===== config.mk =====
export PLATFORM = sky130hd
export DESIGN_NAME = uart_tx_core
export DESIGN_NICKNAME = d
export VERILOG_FILES = /design/src/rtl/uart_tx_core.sv
export SDC_FILE = /design/constraint.sdc
export NUM_CORES = 1
export LEC_CHECK = 0
export CORE_ASPECT_RATIO = 0.6
export CORE_MARGIN = 4
export CORE_UTILIZATION = 57
export CTS_CLUSTER_SIZE = 12
export DETAILED_ROUTE_END_ITERATION = 10
export GPL_TIMING_DRIVEN = 0
export PLACE_DENSITY = 0.87
export SETUP_SLACK_MARGIN = 0.4
export SLEW_MARGIN = 20
export SYNTH_ARGS = -nofsm -noshare
export SYNTH_HDL_FRONTEND = slang
export SYNTH_SLANG_ARGS = --single-unit

===== constraint.sdc =====
create_clock -name clk -period 3.5 [get_ports clk]
set_clock_uncertainty 0.2 [all_clocks]
set_input_delay 0.7 -clock clk [delete_from_list [all_inputs] [get_ports clk]]
set_output_delay 0.7 -clock clk [all_outputs]
set_load 0.005 [all_outputs]

===== src/rtl/uart_tx_core.sv =====
// rtl/uart_tx_core.sv - UART transmit engine: bit timer, shift register and framing FSM
module uart_tx_core #(
    parameter int MAX_DATA_BITS = 9,
    parameter int CLK_DIV_W     = 16
) (
    input  logic                     clk,
    input  logic                     rst_n,
    input  logic [3:0]               cfg_data_bits,
    input  logic [1:0]               cfg_parity,
    input  logic                     cfg_stop_bits,
    input  logic [CLK_DIV_W-1:0]     cfg_clk_div,
    input  logic                     tx_valid,
    input  logic [MAX_DATA_BITS-1:0] tx_data,
    output logic                     tx_ready,
    input  logic                     tx_break,
    output logic                     tx,
    output logic                     busy,
    output logic                     done
);

    typedef enum logic [2:0] {
        S_IDLE,
        S_START,
        S_DATA,
        S_PARITY,
        S_STOP,
        S_BREAK
    } state_t;

    state_t                   state_q;
    logic [CLK_DIV_W-1:0]     timer_q;
    logic [CLK_DIV_W-1:0]     div_q;
    logic [3:0]               bit_idx_q;
    logic [3:0]               nbits_q;
    logic [MAX_DATA_BITS-1:0] shreg_q;
    logic                     par_en_q;
    logic                     par_bit_q;
    logic                     two_stop_q;
    logic                     brk_q;
    logic                     tx_q;

    logic [CLK_DIV_W-1:0]     div_m1;
    logic [3:0]               nbits_eff;
    logic [MAX_DATA_BITS-1:0] mask;
    logic                     bit_end;
    logic                     last_stop;
    logic                     stop_end;
    logic                     accept;

    // Clamp the incoming frame configuration and build the data-field mask
    always_comb begin
        div_m1 = (cfg_clk_div == '0) ? '0 : cfg_clk_div - CLK_DIV_W'(1);
        if (cfg_data_bits < 4'd5) begin
            nbits_eff = 4'd5;
        end else if (cfg_data_bits > 4'(MAX_DATA_BITS)) begin
            nbits_eff = 4'(MAX_DATA_BITS);
        end else begin
            nbits_eff = cfg_data_bits;
        end
        mask = '0;
        for (int i = 0; i < MAX_DATA_BITS; i++) begin
            mask[i] = (i < int'(nbits_eff));
        end
    end

    assign bit_end   = (timer_q == '0);
    assign last_stop = (bit_idx_q == {3'b000, two_stop_q});
    assign stop_end  = (state_q == S_STOP) && last_stop && bit_end;
    // The stop bit after a break also opens the handshake so a queued word follows without a gap
    assign tx_ready  = rst_n && !tx_break && ((state_q == S_IDLE) || stop_end);
    assign accept    = tx_valid && tx_ready;
    assign done      = stop_end && !brk_q;
    assign busy      = (state_q != S_IDLE);
    assign tx        = tx_q;

    // Framing FSM: timer, shifter and registered line output advance together
    always_ff @(posedge clk) begin
        if (!rst_n) begin
            state_q    <= S_IDLE;
            timer_q    <= '0;
            div_q      <= '0;
            bit_idx_q  <= '0;
            nbits_q    <= '0;
            shreg_q    <= '0;
            par_en_q   <= 1'b0;
            par_bit_q  <= 1'b0;
            two_stop_q <= 1'b0;
            brk_q      <= 1'b0;
            tx_q       <= 1'b1;
        end else begin
            if (!bit_end) begin
                timer_q <= timer_q - CLK_DIV_W'(1);
            end
            if (accept) begin
                state_q    <= S_START;
                tx_q       <= 1'b0;
                timer_q    <= div_m1;
                div_q      <= div_m1;
                bit_idx_q  <= '0;
                nbits_q    <= nbits_eff;
                shreg_q    <= tx_data & mask;
                par_en_q   <= (cfg_parity == 2'd1) || (cfg_parity == 2'd2);
                par_bit_q  <= (^(tx_data & mask)) ^ (cfg_parity == 2'd2);
                two_stop_q <= cfg_stop_bits;
                brk_q      <= 1'b0;
            end else begin
                case (state_q)
                    S_IDLE: begin
                        if (tx_break) begin
                            state_q   <= S_BREAK;
                            tx_q      <= 1'b0;
                            timer_q   <= div_m1;
                            div_q     <= div_m1;
                            bit_idx_q <= '0;
                            brk_q     <= 1'b1;
                        end
                    end
                    S_START: begin
                        if (bit_end) begin
                            state_q   <= S_DATA;
                            tx_q      <= shreg_q[0];
                            timer_q   <= div_q;
                            bit_idx_q <= '0;
                        end
                    end
                    S_DATA: begin
                        if (bit_end) begin
                            timer_q <= div_q;
                            if (bit_idx_q == nbits_q - 4'd1) begin
                                bit_idx_q <= '0;
                                if (par_en_q) begin
                                    state_q <= S_PARITY;
                                    tx_q    <= par_bit_q;
                                end else begin
                                    state_q <= S_STOP;
                                    tx_q    <= 1'b1;
                                end
                            end else begin
                                bit_idx_q <= bit_idx_q + 4'd1;
                                shreg_q   <= shreg_q >> 1;
                                tx_q      <= shreg_q[1];
                            end
                        end
                    end
                    S_PARITY: begin
                        if (bit_end) begin
                            state_q   <= S_STOP;
                            tx_q      <= 1'b1;
                            timer_q   <= div_q;
                            bit_idx_q <= '0;
                        end
                    end
                    S_STOP: begin
                        if (bit_end) begin
                            if (last_stop) begin
                                state_q <= S_IDLE;
                                brk_q   <= 1'b0;
                            end else begin
                                bit_idx_q <= bit_idx_q + 4'd1;
                                timer_q   <= div_q;
                            end
                        end
                    end
                    S_BREAK: begin
                        if (bit_end) begin
                            timer_q <= div_q;
                            if (!tx_break) begin
                                state_q    <= S_STOP;
                                tx_q       <= 1'b1;
                                bit_idx_q  <= '0;
                                two_stop_q <= 1'b0;
                            end
                        end
                    end
                    default: begin
                        state_q <= S_IDLE;
                        tx_q    <= 1'b1;
                    end
                endcase
            end
        end
    end

endmodule


== After elaboration in Yosys (flattened, before gate mapping) ==
Cells that the tools add are included.
Word-level totals
  register bits after elaboration: 57
  output and inout port bits: 4
Cells by class
  add/subtract/negate cells: 4
  order comparisons: 11
  equal/unequal tests: 32
  multiplexer cells: 56
  bitwise gates (word level): 3
  reductions and logical operators: 33
Operators by type and width (number)
  2-to-1 mux 16 bit: 10
  case mux 16 bit (3 select lines): 1
  2-to-1 mux 4 bit: 10
  2-to-1 mux 9 bit: 4
  logical NOT 16 bit: 2
  subtractor 16 x 1 -> 16 bit (second input constant): 2
  2-to-1 mux 3 bit: 10
  != test 3 bit (second input constant): 9
  != test 2 bit (second input constant): 12
  case mux 4 bit (5 select lines): 1
  case mux 3 bit (6 select lines): 1
  AND reduction 9 bit: 2
  2-to-1 mux 1 bit: 17
  less-than comparator 3 x 4 -> 1 bit (first input constant): 4
  nonzero test 2 bit: 6
  bitwise AND 9 bit: 1
  XOR reduction 9 bit: 1
  less-than comparator 1 x 4 -> 1 bit (first input constant): 2
  less-than comparator 2 x 4 -> 1 bit (first input constant): 2
  AND reduction 8 bit: 1
  AND reduction 7 bit: 1
  == test 3 x 2 -> 1 bit (second input constant): 2
  == test 3 bit (second input constant): 2
  logical AND 1 bit: 6
  other kinds (25): 30

== Longest topological paths before layout ==
  depth in word-level cells: 8
  mapped depth: 10
  gate-level depth less buffers: 8

== Worst setup path before layout ==
No wires, ideal clock.
  path type: input to register
  start point: input port cfg_clk_div[7]
  end point: register div_q[9]
  setup time: 128 ps
  arrival time: 2409 ps
  required time: 3172 ps
  setup slack: 763 ps
  stages on the path: 7
  cells stage by stage: or4_1 -> or3_1 -> nor4_2 -> a21oi_2 -> buf_2 -> a22oi_1 -> nor2_1
On the way
  word-level cells in the longest chain between the ends: 5
Ends and longest elaborated chain
  start: declaration: line 11  | input logic [CLK_DIV_W-1:0] cfg_clk_div,
  subtractor 16 x 1 -> 16 bit / logical NOT 16 bit (equally long branches): line 52  | div_m1 = (cfg_clk_div == '0) ? '0 : cfg_clk_div - CLK_DIV_W'(1);
  2-to-1 mux 16 bit (*): line 52
  2-to-1 mux 16 bit: line 109  | if (tx_break) begin
  2-to-1 mux 16 bit: line 107  | case (state_q)
  2-to-1 mux 16 bit (*): line 94  | if (accept) begin
  end signal: assignment: line 98  | div_q <= div_m1;
  end signal: assignment: line 113  | div_q <= div_m1;
  end: declaration: line 32  | logic [CLK_DIV_W-1:0] div_q;
Mark *: on every way between the ends. The rest lies on a longest branch, timed or not. The select of a mux whose other input is x is not followed.
A chain may end at the register's enable or synchronous reset.

== Worst setup path in the final report ==
  start point: register state_q[1]
  end point: register bit_idx_q[2]
On the way
  word-level cells in the longest chain between the ends: 7
Ends and longest elaborated chain
  start: declaration: line 30  | state_t state_q;
  start signal: assignment: line 79  | state_q <= S_IDLE;
  start signal: assignment: line 95  | state_q <= S_START;
  start signal: assignment: line 110  | state_q <= S_BREAK;
  parallel branches: the longest is 7 deep, another holds AND reduction 8 bit
  end signal: assignment: line 139  | bit_idx_q <= bit_idx_q + 4'd1;
  end signal: assignment: line 159  | bit_idx_q <= bit_idx_q + 4'd1;
  end: declaration: line 33  | logic [3:0] bit_idx_q;
Parallel ways; which one is timed is not known.

==> tab_implementation.tex <==
\begin{tabular}{lr}
\hline
Metric & Value \\
\hline
\multicolumn{2}{l}{\textbf{Floorplanning}} \\
\quad Die Footprint & 7810 sq um \\
\quad Core Area & slightly above 6000 sq um \\
\quad Number of top-level pins & 40 \\
\quad Die Span Y & around 70 microns \\
\quad Row count & 22 \\
\quad Initial cell density of the core & between 50\% and 60\% \\
\quad Horiz. Die Dim & 111 microns \\
\multicolumn{2}{l}{\textbf{Setup path}} \\
\quad Worst-case register-to-register setup slack & about 0.46 ns \\
\quad Critical path data arrival time & 3.12 ns \\
\quad WP depth & 9 \\
\quad Kind of end point of the critical path & register \\
\quad CP max stage delay & roughly 0.47 ns \\
\quad Top delay family on crit path & buffers and inverters \\
\quad Critical path buffer and inverter count & 4 \\
\quad Most numerous cell on the critical path & sky130\_fd\_sc\_hd\_\_clkbuf\_1 \\
\quad Worst R2R Path Depth & 9 \\
\quad End of the worst register-to-register path & bit\_idx\_q[2] \\
\quad Sequence of cells on the critical path & clkbuf\_1 > nor3\_2 > inv\_1 > o31a\_1 > or2\_2 > clkbuf\_1 > clkbuf\_2 > nand4\_1 > nor2\_1 \\
\quad Largest fanout of any net on the critical path & 10 \\
\quad Type of origin of the critical path & register \\
\quad CP Class & reg -> reg \\
\quad Data required, critical path & 3.59 ns \\
\quad Cell type of the slowest stage on the worst timing path & sky130\_fd\_sc\_hd\_\_clkbuf\_1 \\
\quad R2R Path Start & state\_q[1] \\
\multicolumn{2}{l}{\textbf{STA}} \\
\quad Number of max-slew violations in the final report & 0 \\
\quad Setup repair after global routing missed its margin & true \\
\quad Count of endpoints failing hold in the final timing report & 0 \\
\quad Final worst path period need & roughly 3 ns \\
\quad Least-Margin Pin Slew & 0.804 ns \\
\quad Setup TNS & 0 ns \\
\quad Final critical-path share of the clock period & 86.8\% \\
\quad Headroom to the max-slew limit & 45.7\% \\
\quad Endpoints failing setup & 0 \\
\quad Max Clock Freq & 329 MHz \\
\quad Worst hold slack & 0.254 ns \\
\multicolumn{2}{l}{\textbf{Yosys}} \\
\quad Number of cells produced by synthesis & about 460 \\
\quad Dominant cell type by area after synthesis & sky130\_fd\_sc\_hd\_\_dfxtp\_1 \\
\quad Syn Std Cell Area & roughly 3700 sq um \\
\quad Async set-reset flop share out of synthesis & 0\% \\
\quad Average cell area after synthesis & 7.89 sq um \\
\quad Number of nets in the synthesized netlist & 506 \\
\quad Synth top area cells & sky130\_fd\_sc\_hd\_\_dfxtp\_1 31\%, sky130\_fd\_sc\_hd\_\_nand2\_1 5.0\%, sky130\_fd\_sc\_hd\_\_a21oi\_1 4.6\% \\
\quad Total of flip-flops plus latches after synthesis & 57 \\
\quad Most common flop cell mapped by yosys & sky130\_fd\_sc\_hd\_\_dfxtp\_1 \\
\quad Total of warnings raised by yosys & 0 \\
\quad Number of library cell types mapped by synthesis & 60 \\
\quad Number of flops mapped to enable cells by yosys & 0 \\
\quad Share of synthesized area occupied by flip-flops and latches & 31.2\% \\
\quad Top-area cell type share of the netlist area & 31.2\% \\
\multicolumn{2}{l}{\textbf{Route}} \\
\quad Remaining DRCs & 0 \\
\quad DR iter-0 viols & 530 \\
\quad Mean number of vias per cell & 6.49 \\
\quad Antenna violation net count after detailed routing & 0 \\
\quad Routed wire length & about 12000 microns \\
\quad Routed wire length per instance & $\sim$19 microns \\
\quad Vias post-DR & 3947 \\
\quad First-pass DRT Iterations & 5 \\
\multicolumn{2}{l}{\textbf{Clock network}} \\
\quad CTS Sinks & 57 \\
\quad Hold\_buf cts & 0 \\
\quad TritonCTS clock tree & yes \\
\quad Clock Tree Root & sky130\_fd\_sc\_hd\_\_clkbuf\_8 \\
\quad Number of CTS-inserted buffers & 9 \\
\quad Reg clk slew, reported paths & 0.07 ns \\
\quad Maximum clock insertion buffer count & 2 \\
\quad Insertion delay to the later sink of the worst-skew pair & between 0.3 and 0.4 ns \\
\quad H-tree depth & 3 \\
\multicolumn{2}{l}{\textbf{Global routing}} \\
\quad Overflow left after global routing & 0 \\
\quad First-pass GRT wire length & 18100 microns \\
\quad Number of antenna violations at the first check in global routing & 0 \\
\quad Maximum number of pins on one net before global-route repair & 11 \\
\quad Vias in the first global route & 3598 \\
\quad Total global-route track usage & $\sim$29\% \\
\multicolumn{2}{l}{\textbf{Placement}} \\
\quad Post-Place Cells & approximately 590 \\
\quad Count of buffers from port buffering & 38 \\
\quad RePlAce Congestion & 0.979 \\
\quad Final HPWL from detailed placement & approximately 8400 microns \\
\multicolumn{2}{l}{\textbf{Finish}} \\
\quad FILL cells & 477 \\
\quad Fraction of layout instances using a drive strength above 1 & 12.0\% \\
\quad Most used cells in the layout excluding fill and tap cells & 54 x sky130\_fd\_sc\_hd\_\_dfxtp\_1, 48 x sky130\_fd\_sc\_hd\_\_nand2\_1, 38 x sky130\_fd\_sc\_hd\_\_nor2\_1 \\
\quad Antenna diodes & 0 \\
\quad Most common library cell in the layout ignoring fill and taps & sky130\_fd\_sc\_hd\_\_dfxtp\_1 \\
\quad Count of non-filler cells in the finished layout & 608 \\
\quad Nets & 562 \\
\quad Area grow syn2layout & 23.3\% \\
\multicolumn{2}{l}{\textbf{Power and ir drop}} \\
\quad Max IR drop VDD & 0.397 mV \\
\quad Reported leakage power & 1.68 nW \\
\quad Ratio of total power to cell area & 817 nW/um\^{}2 \\
\multicolumn{2}{l}{\textbf{Min path}} \\
\quad Hold Path Class & reg -> reg \\
\quad Launch instance of the worst min-delay path & brk\_q \\
\quad End point of the most critical hold path & brk\_q \\
\quad Hold Path Depth & 2 \\
\multicolumn{2}{l}{\textbf{Run}} \\
\quad Count of max-cap constraint violations & 0 \\
\multicolumn{2}{l}{\textbf{Status}} \\
\quad Result of the run & completed \\
\hline
\end{tabular}
-- per-layer routing --
layer,routed length (microns),GRT usage (%),vias up
li1,-,-,1808
met1,5100,41.6,1813
met2,4620,39.3,272
met3,1470,9.78,54
met4,374,11.2,0
met5,0,0,-
-- what timing repair did --
| item | CTS | global route |
|---|---|---|
| endpoints found under the hold margin | 0 | 0 |
| buffers inserted | 5 | 2 |
| pin swaps | 2 | 3 |
| setup endpoints to repair | 29 | 36 |
| gates resized for setup | 23 | 13 |
-- sequential cells by signal (all words and copies together) (netlist names) --
name and count:
div_q 16, state_q 3, two_stop_q 1, bit_idx_q 4, par_en_q 1, par_bit_q 1
tx 1, timer_q 16, shreg_q 9, nbits_q 4, brk_q 1
-- synth_stat cells, types with 3 or more instances --
cell                        number
sky130_fd_sc_hd__nor4_1          4
sky130_fd_sc_hd__mux2i_1        12
sky130_fd_sc_hd__nor2b_1         6
sky130_fd_sc_hd__a21o_1          4
sky130_fd_sc_hd__o211ai_1        6
sky130_fd_sc_hd__a211o_1         3
sky130_fd_sc_hd__nand4_1         4
sky130_fd_sc_hd__dfxtp_1        57
sky130_fd_sc_hd__a22oi_1         9
sky130_fd_sc_hd__nand2b_1       14
sky130_fd_sc_hd__a21oi_1        34
sky130_fd_sc_hd__xnor2_1        18
sky130_fd_sc_hd__o21a_1          3
sky130_fd_sc_hd__or4_1           7
sky130_fd_sc_hd__o31a_1          3
sky130_fd_sc_hd__nand2_1        49
sky130_fd_sc_hd__o2bb2ai_1       7
sky130_fd_sc_hd__or3_1          12
sky130_fd_sc_hd__nor3_1         13
sky130_fd_sc_hd__a211oi_1        3
sky130_fd_sc_hd__a31oi_1         6
sky130_fd_sc_hd__o221ai_1        3
sky130_fd_sc_hd__a2bb2oi_1       5
sky130_fd_sc_hd__nor2_1         38
sky130_fd_sc_hd__or2_2           3
sky130_fd_sc_hd__xor2_1         16
sky130_fd_sc_hd__inv_1          12
sky130_fd_sc_hd__o21ai_0        21
sky130_fd_sc_hd__nand3_1        15
sky130_fd_sc_hd__ha_1            6
sky130_fd_sc_hd__o22ai_1        11
sky130_fd_sc_hd__and3_1          4
sky130_fd_sc_hd__clkbuf_1       20
-- layout make-up --
type	count	area, sq um	area share [%]
plain buffers	25	129	2.85
clock inverters	3	40.0	0.886
repair buffers	45	430	9.53
well taps	84	105	2.33
multi-input cells	370	2460	54.6
clock buffers	12	155	3.43
flip-flops and latches	57	1150	25.4
inverters	12	45.0	0.997
-- worst register-to-register path: cells and delay by family (launching register included) --
| kind | cells | cell delay [ns] |
|---|---|---|
| flops | 1 | 0.30 |
| buf+inv | 4 | 1.46 |
| compound gates | 1 | 0.32 |
| simple gates | 4 | 0.68 |
-- logic make-up (layout without fill, tap and decap cells) --
kind of cell	count (synthesis)	count (layout)	share of synthesized area, %
xor gates and xnor gates	35	35	8.75
buffers and inverters	37	97	4.07
DFF	57	57	31.2
muxes	12	12	3.28
AOI/OAI and AO/OA	132	132	23.8
adders and majority gates	6	6	2.05
and+or+nand+nor	185	185	26.9
-- how the worst max path moves through the flow --
stage,startpoint,end,slack (ns)
floorplan,cfg_clk_div[7],div_q[9],0.76
global placement,rst_n,tx_ready,-0.24
detailed placement,rst_n,tx_ready,-0.25
CTS,cfg_clk_div[4],div_q[9],0.43
global route,state_q[1],bit_idx_q[2],0.35
finish,state_q[1],bit_idx_q[2],0.46
-- power by group --
| part | total, W | internal [W] | leakage, nW | switching, W |
|---|---|---|---|---|
| combinational | 0.00202 | 0.000865 | 1.10 | 0.00116 |
| sequential | 0.00104 | 0.000822 | 0.468 | 0.000216 |
| clock | 0.000628 | 0.000361 | 0.102 | 0.000267 |
-- per-stage QoR --
stage | power, W | cell area [sq um] | util, % | setup WS, ns
after global placement | 0.00272 | 4150 | 67.3 | -0.241
after detailed placement | 0.00278 | 4150 | 67.3 | -0.248
after global routing | 0.00389 | 4520 | 73.3 | 0.349
final | 0.00369 | 4520 | 73.3 | 0.464
after floorplan | 0.00230 | 3660 | - | 0.763
after CTS | 0.00353 | 4470 | 72.5 | 0.427
Power figures use the tool's default switching activity.
